<file path="src/rtl/adc0809_scan_arbiter_pkg.sv">
// adc0809_scan_arbiter_pkg: FSM states, default timing parameters and ADC pin phases
package adc0809_scan_arbiter_pkg;

    localparam int DEF_CLK_DIV     = 100;
    localparam int DEF_EOC_TIMEOUT = 1024;
    localparam int DEF_EOC_LOW_MAX = 10;

    typedef enum logic [2:0] {
        S_IDLE, S_ADDR, S_START, S_HOLD, S_WAIT_LOW, S_WAIT_HIGH, S_READ, S_LATCH
    } state_t;

    typedef struct packed {
        logic ale;
        logic st;
        logic oe;
    } pins_t;

    // ale/st/oe levels the ADC sees while the FSM sits in a given state
    function automatic pins_t phase(input state_t s);
        return '{ale: s == S_ADDR || s == S_START,
                 st:  s == S_START || s == S_HOLD,
                 oe:  s == S_READ || s == S_LATCH};
    endfunction

    function automatic int wrap_inc(input int i, input int n);
        return (i + 1) % n;
    endfunction

endpackage

</file>
<file path="src/rtl/adc0809_scan_arbiter_rr_arbiter.sv">
// rr_arbiter: round-robin pick of the first request at or after a registered pointer
//  clk, reset    : system clock, asynchronous active-low reset
//  req           : request vector
//  accept        : strobe, pointer moves past accept_idx
//  accept_idx    : index of the requester whose service just ended
//  pick, valid   : combinational winner and "some request present"
module rr_arbiter
    import adc0809_scan_arbiter_pkg::*;
#(
    parameter int N_REQ = 4,
    localparam int IW = $clog2(N_REQ)
) (
    input  logic             clk,
    input  logic             reset,
    input  logic [N_REQ-1:0] req,
    input  logic             accept,
    input  logic [IW-1:0]    accept_idx,
    output logic [IW-1:0]    pick,
    output logic             valid
);

    logic [IW-1:0] ptr;
    logic [IW-1:0] idx;

    // scanned from the farthest offset down so the nearest request wins
    always_comb begin
        pick  = '0;
        valid = 1'b0;
        idx   = '0;
        for (int k = N_REQ - 1; k >= 0; k--) begin
            idx = IW'((int'(ptr) + k) % N_REQ);
            if (req[idx]) begin
                pick  = idx;
                valid = 1'b1;
            end
        end
    end

    always_ff @(posedge clk or negedge reset)
        if (!reset)
            ptr <= '0;
        else if (accept)
            ptr <= IW'(wrap_inc(int'(accept_idx), N_REQ));

endmodule

</file>
<file path="src/rtl/adc0809_scan_arbiter.sv">
// adc0809_scan_arbiter: shares one ADC0809 among N_REQ requesters, round-robin
//  clk, reset        : system clock, asynchronous active-low reset
//  req, req_ch       : per-requester level request and 3-bit channel
//  eoc, dout         : ADC end-of-conversion (asynchronous) and data bus
//  clk_adc           : free-running conversion clock, CLK_DIV clk per half-period
//  addr/ale/st/oe    : ADC control pins
//  gnt, done         : one-hot grant and one-clk completion pulse
//  data_out          : last captured result
//  busy, timeout     : FSM not idle, one-clk abort pulse
module adc0809_scan_arbiter
    import adc0809_scan_arbiter_pkg::*;
#(
    parameter int N_REQ       = 4,
    parameter int CLK_DIV     = DEF_CLK_DIV,
    parameter int EOC_TIMEOUT = DEF_EOC_TIMEOUT,
    parameter int EOC_LOW_MAX = DEF_EOC_LOW_MAX
) (
    input  logic               clk,
    input  logic               reset,
    input  logic [N_REQ-1:0]   req,
    input  logic [3*N_REQ-1:0] req_ch,
    input  logic               eoc,
    input  logic [7:0]         dout,
    output logic               clk_adc,
    output logic [2:0]         addr,
    output logic               ale,
    output logic               st,
    output logic               oe,
    output logic [N_REQ-1:0]   gnt,
    output logic [N_REQ-1:0]   done,
    output logic [7:0]         data_out,
    output logic               busy,
    output logic               timeout
);

    localparam int IW = $clog2(N_REQ);
    localparam int DW = $clog2(CLK_DIV);
    localparam int TW = $clog2((EOC_TIMEOUT > EOC_LOW_MAX ? EOC_TIMEOUT : EOC_LOW_MAX) + 1);

    logic [DW-1:0] cnt;
    logic [1:0]    eoc_q;
    logic [TW-1:0] tcnt;
    logic [IW-1:0] cur, pick;
    logic [2:0]    pick_ch;
    logic          tick, eoc_s, valid, abort, accept;
    state_t        state, nxt;

    // tick coincides with the clk edge on which clk_adc goes high
    assign tick   = cnt == DW'(CLK_DIV - 1) && !clk_adc;
    assign eoc_s  = eoc_q[1];
    assign accept = abort || state == S_LATCH;

    rr_arbiter #(.N_REQ(N_REQ)) u_rr (
        .clk        (clk),
        .reset      (reset),
        .req        (req),
        .accept     (accept),
        .accept_idx (cur),
        .pick       (pick),
        .valid      (valid)
    );

    always_comb begin
        pick_ch = '0;
        for (int i = 0; i < N_REQ; i++)
            if (pick == IW'(i)) pick_ch = req_ch[3*i +: 3];
    end

    always_ff @(posedge clk or negedge reset)
        if (!reset) begin
            cnt     <= '0;
            clk_adc <= 1'b0;
            eoc_q   <= '0;
        end else begin
            eoc_q   <= {eoc_q[0], eoc};
            cnt     <= cnt == DW'(CLK_DIV - 1) ? '0 : cnt + 1'b1;
            clk_adc <= cnt == DW'(CLK_DIV - 1) ? !clk_adc : clk_adc;
        end

    always_comb begin
        nxt   = state;
        abort = 1'b0;
        case (state)
            S_IDLE:      nxt = valid ? S_ADDR : S_IDLE;
            S_ADDR:      nxt = tick ? S_START : S_ADDR;
            S_START:     nxt = tick ? S_HOLD : S_START;
            S_HOLD:      nxt = tick ? S_WAIT_LOW : S_HOLD;
            S_WAIT_LOW:  nxt = tick && (!eoc_s || tcnt == TW'(EOC_LOW_MAX - 1)) ? S_WAIT_HIGH : S_WAIT_LOW;
            S_WAIT_HIGH: begin
                abort = tick && !eoc_s && tcnt == TW'(EOC_TIMEOUT - 1);
                nxt   = tick && eoc_s ? S_READ : abort ? S_IDLE : S_WAIT_HIGH;
            end
            S_READ:      nxt = tick ? S_LATCH : S_READ;
            default:     nxt = S_IDLE;
        endcase
    end

    // tcnt counts ticks spent in the current state and restarts on every move
    always_ff @(posedge clk or negedge reset)
        if (!reset) begin
            state        <= S_IDLE;
            {ale, st, oe} <= '0;
            tcnt         <= '0;
            cur          <= '0;
            addr         <= '0;
            gnt          <= '0;
            done         <= '0;
            data_out     <= '0;
            busy         <= 1'b0;
            timeout      <= 1'b0;
        end else begin
            state        <= nxt;
            {ale, st, oe} <= phase(nxt);
            busy         <= nxt != S_IDLE;
            timeout      <= abort;
            tcnt         <= nxt != state ? '0 : tcnt + TW'(tick);
            done         <= state == S_LATCH ? gnt : '0;
            if (state == S_IDLE && valid) begin
                cur  <= pick;
                addr <= pick_ch;
                gnt  <= N_REQ'(1) << pick;
            end
            if (accept) gnt <= '0;
            if (state == S_LATCH) data_out <= dout;
        end

endmodule

</file>
<file path="config.mk">
export PLATFORM = sky130hd
export DESIGN_NAME = adc0809_scan_arbiter
export DESIGN_NICKNAME = d
export VERILOG_FILES = /design/src/rtl/adc0809_scan_arbiter_pkg.sv /design/src/rtl/adc0809_scan_arbiter_rr_arbiter.sv /design/src/rtl/adc0809_scan_arbiter.sv
export SDC_FILE = /design/constraint.sdc
export NUM_CORES = 1
export LEC_CHECK = 0
export BUFFER_PORTS_ARGS = -buffer_cell sky130_fd_sc_hd__clkbuf_2
export CORE_UTILIZATION = 52
export CTS_BUF_LIST = sky130_fd_sc_hd__clkbuf_4 sky130_fd_sc_hd__clkbuf_8
export CTS_CLUSTER_DIAMETER = 120
export DETAILED_ROUTE_END_ITERATION = 10
export HOLD_SLACK_MARGIN = 0.15
export PLACE_DENSITY = 0.86
export SYNTH_ARGS = -nofsm -noshare
export SYNTH_HDL_FRONTEND = slang
export SYNTH_SLANG_ARGS = --single-unit
export TNS_END_PERCENT = 1
</file>
<file path="constraint.sdc">
create_clock -name clk -period 2.4 [get_ports clk]
set_clock_uncertainty 0.05 [all_clocks]
set_input_delay 0.12 -clock clk [delete_from_list [all_inputs] [get_ports clk]]
set_output_delay 0.12 -clock clk [all_outputs]
set_load 0.02 [all_outputs]
</file>
==> flow_summary.toml, run 1 <==
[detailed_routing]
routed_wl_um = 5660
vias = 2280
first_pass_iters = 4
avgViaCountPerCell = 5.48
dr.first_iter.drc_count = 97
ant_nets = 0
wl_per_cell_um = 13.6
drcViolationCount = 0

[floorplanning]
dieWidth_um = 74.0
fp.dieH_um = 74.0
core_mm2 = 0.00485
io-pin-count = 52
rows = 25
dieArea_mm2 = 0.00548
initial_core_util_pct = 55.7

[finish]
area_growth_pct = 24.1
final_cell_mix = "52 x dfrtp_1, 51 x clkbuf_2, 41 x nand2_1, 25 x nand3_1, 16 x nand2b_1"
mostFrequentLayoutCell = "dfrtp_1"
fin_nets = 378
multi_input_area_mm2 = 0.00133
utilization_pct = 69.1
fill_cells = 358
drive_gt1_share_pct = 24.4
antenna_cells = 0
register_area_mm2 = 0.00130

[power]
max-vdd-ir-drop_uv = 298
power_density_mw_per_mm2 = 496
p_seq_share_pct = 56.0
p_leak_uw = 0.00151
power_frac_comb_pct = 12.4
power_frac_clock_pct = 31.7
switching_share_pct = 26.9
p_int_uw = 1210
switchingPower_uw = 447
p_total_uw = 1660

[global_route]
grt_pass1_vias = 2167
grtUsageMet1_pct = 27.5
grt_overflow = 0
met3_usage_pct = 4.34
busiest_layer = "met2"
grtUsageMet2_pct = 39.7
grt_usage_pct = 22.6
grt_max_degree = 53
antenna_found_initial = 0
grt_pass1_wl_um = 9430

[worst_setup_path]
crit_fanout = 11
cp_data_required_time_ns = 2.59
startpoint_type = "register"
cp-end-kind = "register"
critPathKind = "register to register"
worstPathArrival_ns = 2.43

[logic_synthesis]
postSynthCellCount = 274
synth_mux_area_share_pct = 5.61
syn_nets = 304
synth_compound_area_share_pct = 11.4
synthAdderAreaFrac_pct = 1.39
synthSimpleGateAreaFrac_pct = 25.4
synth_xor_area_share_pct = 4.87
synth_top_family_by_area = "simple AND/OR/NAND/NOR gates"
synth-edff-count = 0
yosys_warnings = 0
syn_area_per_cell_um2 = 9.85
synth_cell_types = 46
ys_seq_area_share_pct = 48.2
synth_flop_cell = "dfrtp_1"
async_flop_share_pct = 100
syn-cell-area_mm2 = 0.00270
synth_seq_cells = 52

[placed_design]
hpwl_um = 3740
gp_congestion = 0.824
numPortBuffers = 51

[sta]
timing.final.crit_share_pct = 93.7
relSlewSlack_pct = 56.0
setup_viol = 0
maxClockFrequency_ghz = 0.445
tightest_slew_ns = 0.653
slew_violations = 0
finalCriticalPeriod_ns = 2.25
timing_hold_violations_final = 0

[clock_network]
cts_tree = "built"
cts_made_buffers = 5
clock_path_buffers = 2
clkSinkCount = 52
h-tree-depth = 2
insertion_delay_ns = 0.31
cts_root_buf = "clkbuf_8"
clk_pin_slew_ns = 0.10

[hold_path]
hold_class = "input pin to register"

[run_status]
status = "finished, final reports clean"

[job]
cap_violations = 0
sequential cells by signal (all words and copies together) (netlist names), 2 cells and up:
name	cells
tcnt	11
data_out	8
cnt	7
done	4
gnt	4
addr	3
state	3
cur	2
eoc_q	2
u_rr.ptr	2
cells by family after synthesis:
family,after synthesis
muxes,15
buffers and inverters,19
adders and majority gates,3
DFF,52
xor gates and xnor gates,15
AOI/OAI and AO/OA,39
and+or+nand+nor,131
routing by layer:
metal | vias to the layer above | wire length [um]
li1 | 1124 | -
met1 | 1080 | 2560
met2 | 67 | 2770
met3 | 9 | 232
met4 | 0 | 89
met5 | - | 0
worst max-delay path, cell delays in order, from the launching register on:
cell and delay [ns]:
dfrtp_1 0.41, ha_1 0.19, nand4bb_1 0.19, buf_4 0.19, o31ai_1 0.23, nand3_1 0.15, a211oi_4 0.31, buf_6 0.22
mux2i_1 0.22
through the flow:
step	instances	hold slack [ns]	setup WS [ns]	area (um^2)	setup TNS [ns]
finish	416	0.162	0.152	3350	0
global route	416	0.172	-0.00303	3350	-0.00303
CTS	415	0.165	0.0429	3320	0
detailed placement	392	0.180	0.0640	3070	0
global placement	392	0.180	0.206	3070	0
floorplan	274	-0.226	0.0299	2700	0
cells in the mapped netlist (6+ instances only):
cell type  number  area share (%)
nand2_1        41             5.7
mux2i_1        14             5.2
inv_1           6            0.83
nor3_1          8             1.5
clkbuf_1        9             1.3
o21a_1          6             1.7
a211oi_1        7             1.9
o31ai_1         7             1.9
xnor2_1         6             1.9
nand3_1        25             4.6
nand2b_1       16             3.7
nor2_1         10             1.4
xor2_1          9             2.9
dfrtp_1        52              48
path summary, 6_finish.rpt:
path,startpoint,end,slack (ns),depth (start not counted)
min reg2reg,eoc_q[0],eoc_q[1],0.30,0
max in group asynchronous,reset,state[1],1.45,3
max,cnt[0],tcnt[10],0.15,8
min,req_ch[7],addr[1],0.16,3
min in group asynchronous,reset,data_out[1],0.41,3
max reg2reg,cnt[0],tcnt[10],0.15,8
final cells by class:
| type | count | area share [%] |
|---|---|---|
| well taps | 67 | 2.50 |
| inverters | 7 | 0.785 |
| repair buffers | 79 | 15.1 |
| clock buffers | 5 | 2.06 |
| flip-flops and latches | 52 | 38.9 |
| clock inverters | 3 | 0.822 |
| multi-input cells | 203 | 39.8 |
power groups by stage:
stage | combinational [uW] | sequential (uW) | clock [uW]
6_report | 206 | 930 | 526
5_1_grt | 228 | 934 | 572
4_1_cts | 201 | 929 | 539
3_5_place_dp | 173 | 947 | 0
3_3_place_gp | 169 | 946 | 0
2_1_floorplan | 65.9 | 970 | 0
repair_timing:
action,4_1_cts,5_1_grt
hold endpoints to repair,64,0
resized for setup,0,6
setup buffers,0,1
setup endpoints to repair,0,4
hold buffers,15,0
No activity file was read; power rests on OpenSTA's default activity.
==> inputs of run 2 (changes only) <==
--- a/config.mk
+++ b/config.mk
@@ -11,7 +11,7 @@
 export CTS_CLUSTER_DIAMETER = 120
 export DETAILED_ROUTE_END_ITERATION = 10
 export HOLD_SLACK_MARGIN = 0.15
-export PLACE_DENSITY = 0.86
+export PLACE_DENSITY = 0.75
 export SYNTH_ARGS = -nofsm -noshare
 export SYNTH_HDL_FRONTEND = slang
 export SYNTH_SLANG_ARGS = --single-unit
==> run 2 against run 1 <==
Net effect: via count down 0.13%; clock-buffer cell count is 1 higher; clock power rose by 20%; global-route usage fell by 0.52 points; total power increased by 5.9%; critical path depth increased by 2; register-to-register slack barely moved; non-clock buffer count fell by 1; wire length grew 0.42%; first-iteration DRC count is 53% higher; critical endpoint is now tcnt[8].
==> flow_summary.toml, run 2 (synthesized netlist as in run 1, its figures left out) <==
[sta]
timing.final.crit_share_pct = 93.4
maxClockFrequency_ghz = 0.446
setup_viol = 0
finalCriticalPeriod_ns = 2.24
layout_setup_ws_ns = 0.159
relSlewSlack_pct = 56.3
timing_hold_violations_final = 0
tightest_slew_ns = 0.650
slew_violations = 0
rsz0062_at_grt = "no"
fin_tns_setup_ns = 0

[power]
p_leak_uw = 0.00153
power_density_mw_per_mm2 = 521
p_total_uw = 1760
max-vdd-ir-drop_uv = 324

[worst_setup_path]
cp_data_required_time_ns = 2.58
cp_slowest_cell = "dfrtp_1"
worstPathArrival_ns = 2.42
critPathKind = "register to register"
startpoint_type = "register"
path_cells = "ha_2, nand4bb_4, nor3_4, ha_2, ha_1, inv_1, nor3_2, xor2_1, nand3_1, mux2i_1"
crit_fanout = 4
cpLargestDelayFamily = "adder cells"
path_buf_inv = 1
slowest_delay_ns = 0.40
cp_common_cell = "ha_2"
cp-end-kind = "register"

[clock_network]
cts_tree = "built"
cts_made_buffers = 5
insertion_delay_ns = 0.31
cts_root_buf = "clkbuf_8"
clk_pin_slew_ns = 0.10
clock_path_buffers = 2
cts_setup_buffers = 0
h-tree-depth = 2
clkSinkCount = 52

[detailed_routing]
avgViaCountPerCell = 5.49
routed_wl_um = 5680
first_pass_iters = 5
wl_per_cell_um = 13.7
vias = 2277
dr.first_iter.drc_count = 148
drcViolationCount = 0
ant_nets = 0

[finish]
largestRegisters = "tcnt (11), data_out (8), cnt (7)"
final_cells = 415
final_cell_mix = "52 x dfrtp_1, 51 x clkbuf_2, 41 x nand2_1, 25 x nand3_1, 16 x nand2b_1"
area_growth_pct = 25.2
largest_reg_flops = 11
antenna_cells = 0
fill_cells = 386
register_area_mm2 = 0.00130
multi_input_area_mm2 = 0.00135
stdcell_area_mm2 = 0.00338
largest_register = "tcnt"
mostFrequentLayoutCell = "dfrtp_1"
drive_gt1_share_pct = 25.0
fin_nets = 377

[floorplanning]
dieWidth_um = 74.0
io-pin-count = 52
initial_core_util_pct = 55.7
fp.dieH_um = 74.0
core_mm2 = 0.00485
dieArea_mm2 = 0.00548
rows = 25

[global_route]
grt_usage_pct = 22.1
grt_overflow = 0
grt_pass1_wl_um = 9360
grt_max_degree = 53
antenna_found_initial = 0
grt_pass1_vias = 2156

[run_status]
status = "finished, final reports clean"

[placed_design]
numPortBuffers = 51
placed_area_mm2 = 0.00307
gp_congestion = 0.816
place_inst = 392
pre_cts_ws_ns = 0.0369
hpwl_um = 3790

[job]
cap_violations = 0

[hold_path]
hold_class = "input pin to register"
[run 2: stage by stage]
step	util (%)	hold WS [ns]
detailed placement	63.3	0.181
CTS	68.9	0.151
global route	69.7	0.207
floorplan	-	-0.226
global placement	63.3	0.180
finish	69.7	0.154
[run 2: worst reg2reg max path: cells and delay by family (launching register included)]
family / cells / cell delay [ns]
xor gates and xnor gates: 1 / 0.20
adders and majority gates: 3 / 0.67
buffers and inverters: 1 / 0.10
DFF: 1 / 0.40
muxes: 1 / 0.14
and+or+nand+nor: 4 / 0.62
[run 2: worst paths after layout]
| kind | to | startpoint | slack, ns | depth (start not counted) |
|---|---|---|---|---|
| max in group asynchronous | cnt[5] | reset | 1.45 | 3 |
| max | tcnt[8] | cnt[0] | 0.16 | 10 |
| min | addr[2] | req_ch[8] | 0.15 | 3 |
| min in group asynchronous | data_out[4] | reset | 0.43 | 3 |
| max reg2reg | tcnt[8] | cnt[0] | 0.16 | 10 |
| min reg2reg | eoc_q[1] | eoc_q[0] | 0.30 | 0 |
[run 2: power by group]
part           switching, uW  leakage (uW)  internal [uW]
sequential              23.3      0.000641            906
clock                    289     0.0000614            341
combinational            107      0.000824           93.2
[run 2: area by class of cell]
cell class | count | area share [%]
multi-input combinational | 203 | 40.0
sequential | 52 | 38.5
timing repair buffer | 78 | 14.7
tap | 67 | 2.48
clock buffer | 6 | 2.44
clock inverter | 2 | 1.15
inverter | 7 | 0.778
[run 2: per-layer routing]
| metal | vias to the layer above | wire (um) | global-route usage (%) |
|---|---|---|---|
| li1 | 1122 | - | - |
| met1 | 1088 | 2550 | 27.1 |
| met2 | 60 | 2840 | 39.4 |
| met3 | 7 | 222 | 3.93 |
| met4 | 0 | 68 | 7.05 |
| met5 | - | 0 | 0 |
[run 2: timing repair]
| item | 4_1_cts | 5_1_grt |
|---|---|---|
| endpoints found under the hold margin | 64 | 0 |
| hold buffers | 15 | 0 |
| gates resized for setup | 0 | 8 |
| endpoints found under the setup margin | 0 | 10 |
==> inputs of run 3 (changes only) <==
--- a/config.mk
+++ b/config.mk
@@ -5,7 +5,7 @@
 export SDC_FILE = /design/constraint.sdc
 export NUM_CORES = 1
 export LEC_CHECK = 0
-export BUFFER_PORTS_ARGS = -buffer_cell sky130_fd_sc_hd__clkbuf_2
+export BUFFER_PORTS_ARGS = -buffer_cell sky130_fd_sc_hd__buf_2
 export CORE_UTILIZATION = 52
 export CTS_BUF_LIST = sky130_fd_sc_hd__clkbuf_4 sky130_fd_sc_hd__clkbuf_8
 export CTS_CLUSTER_DIAMETER = 120
==> run 3 against run 2 <==
Net effect: final cell count grew 0.72%; largest power group unchanged; highest routed layer unchanged; global-route usage grew 0.26 points; worst hold slack gained 0.0023 ns; final area grew 0.59%; combinational power is essentially flat; largest cell class unchanged; wire length grew 2.9%; critical path depth is the same.
==> flow_summary.toml, run 3 (synthesized netlist as in run 1, its figures left out) <==
[finish]
mostFrequentLayoutCell = "dfrtp_1"
final_cell_mix = "52 x dfrtp_1, 51 x buf_2, 41 x nand2_1, 25 x nand3_1, 16 x nand2b_1"
drive_gt1_share_pct = 26.2
largestRegisters = "tcnt (11), data_out (8), cnt (7)"
area_growth_pct = 25.9
largest_reg_flops = 11
largest_register = "tcnt"
fin_nets = 380
final_cells = 418
utilization_pct = 70.1
antenna_cells = 0

[job]
cap_violations = 0

[floorplanning]
rows = 25
dieArea_mm2 = 0.00548
dieWidth_um = 74.0
io-pin-count = 52
fp.dieH_um = 74.0
initial_core_util_pct = 55.7
core_mm2 = 0.00485

[power]
power_density_mw_per_mm2 = 483
max-vdd-ir-drop_uv = 286
p_total_uw = 1640
p_leak_uw = 0.00152

[detailed_routing]
routed_wl_um = 5850
first_pass_iters = 4
dr.first_iter.drc_count = 60
wl_per_cell_um = 14.0
vias = 2265
ant_nets = 0
avgViaCountPerCell = 5.42
drcViolationCount = 0

[worst_setup_path]
worstPathArrival_ns = 2.43
path_buf_inv = 4
crit_fanout = 8
ff2ff_path_depth = 10
cp_common_cell = "buf_4"
worstReg2RegEnd = "busy"
cp-end-kind = "register"
timing.rr.start = "cnt[0]"
r2r_setup_slack_ns = 0.11
path_cells = "ha_4, nand4bb_4, nor3_4, buf_4, buf_4, nand3_1, a211oi_4, buf_4, inv_2, or2_1"
cpLargestDelayFamily = "simple AND/OR/NAND/NOR gates"
slowest_delay_ns = 0.42
cp_data_required_time_ns = 2.55
startpoint_type = "register"
critPathKind = "register to register"
cp_slowest_cell = "dfrtp_1"

[global_route]
grt_pass1_wl_um = 9420
grt_pass1_vias = 2182
grt_usage_pct = 22.3
grt_max_degree = 32
grt_overflow = 0
antenna_found_initial = 0

[hold_path]
holdPathEnd = "addr[1]"
hp-start = "req_ch[7]"
hold_class = "input pin to register"
min_path_cells = 3

[sta]
timing_hold_violations_final = 0
timing.final.crit_share_pct = 95.2
layout_setup_ws_ns = 0.115
slew_violations = 0
fin_tns_setup_ns = 0
tightest_slew_ns = 0.702
maxClockFrequency_ghz = 0.438
finalCriticalPeriod_ns = 2.29
relSlewSlack_pct = 52.8
setup_viol = 0

[placed_design]
numPortBuffers = 51
pre_cts_ws_ns = 0.0779
hpwl_um = 3900
gp_congestion = 0.822
place_inst = 392

[clock_network]
cts_tree = "built"
cts_root_buf = "clkbuf_8"
clkSinkCount = 52
insertion_delay_ns = 0.31
clk_pin_slew_ns = 0.10
h-tree-depth = 2
cts_made_buffers = 5
clock_path_buffers = 2

[run_status]
status = "finished, final reports clean"
==> run 3: worst register-to-register path, stage by stage (launching register included) <==
cell and delay (ns):
dfrtp_1 0.42, ha_4 0.17, nand4bb_4 0.14, nor3_4 0.23, buf_4 0.14, buf_4 0.15
nand3_1 0.13, a211oi_4 0.33, buf_4 0.17, inv_2 0.04, or2_1 0.21
==> run 3: worst max path at each step <==
stage	cells after the start	end	slack, ns	start
floorplan	11	tcnt[8]	0.03	cnt[0]
global placement	10	tcnt[10]	0.20	cnt[0]
detailed placement	10	tcnt[8]	0.08	cnt[0]
CTS	10	tcnt[8]	0.06	cnt[0]
global route	10	busy	-0.005	cnt[0]
finish	10	busy	0.11	cnt[0]
==> run 3: cell type report <==
cell class,count,area [um^2]
clock buffer,5,68.8
clock inverter,3,26.3
fill,365,1450
inverter,7,26.3
multi-input combinational,203,1370
sequential,52,1300
tap,67,83.8
timing repair buffer,81,519
==> run 3: metal layers <==
layer | share of wire (%) | track usage [%] | vias up | wire length, um
li1 | - | - | 1121 | -
met1 | 45 | 26.7 | 1078 | 2620
met2 | 51 | 40.9 | 55 | 2970
met3 | 3.0 | 3.79 | 11 | 174
met4 | 1.5 | 6.84 | 0 | 85
met5 | 0 | 0 | - | 0
==> run 3: timing repair <==
action,in CTS,in global routing
gates resized for setup,1,12
endpoints found under the setup margin,1,3
hold buffers,14,0
gates cloned,0,1
endpoints found under the hold margin,33,0
buffers inserted,0,3
pin swaps,0,4
==> run 3: metrics by stage <==
stage               instance area, um^2  hold slack, ns
floorplan                          2700          -0.226
global placement                   3070          0.0523
detailed placement                 3070          0.0621
CTS                                3310           0.150
global route                       3400           0.200
finish                             3400           0.157
==> run 3: power breakdown <==
group | internal, uW | total, uW | switching (uW)
clock | 213 | 517 | 304
sequential | 906 | 929 | 22.3
combinational | 90.2 | 197 | 107
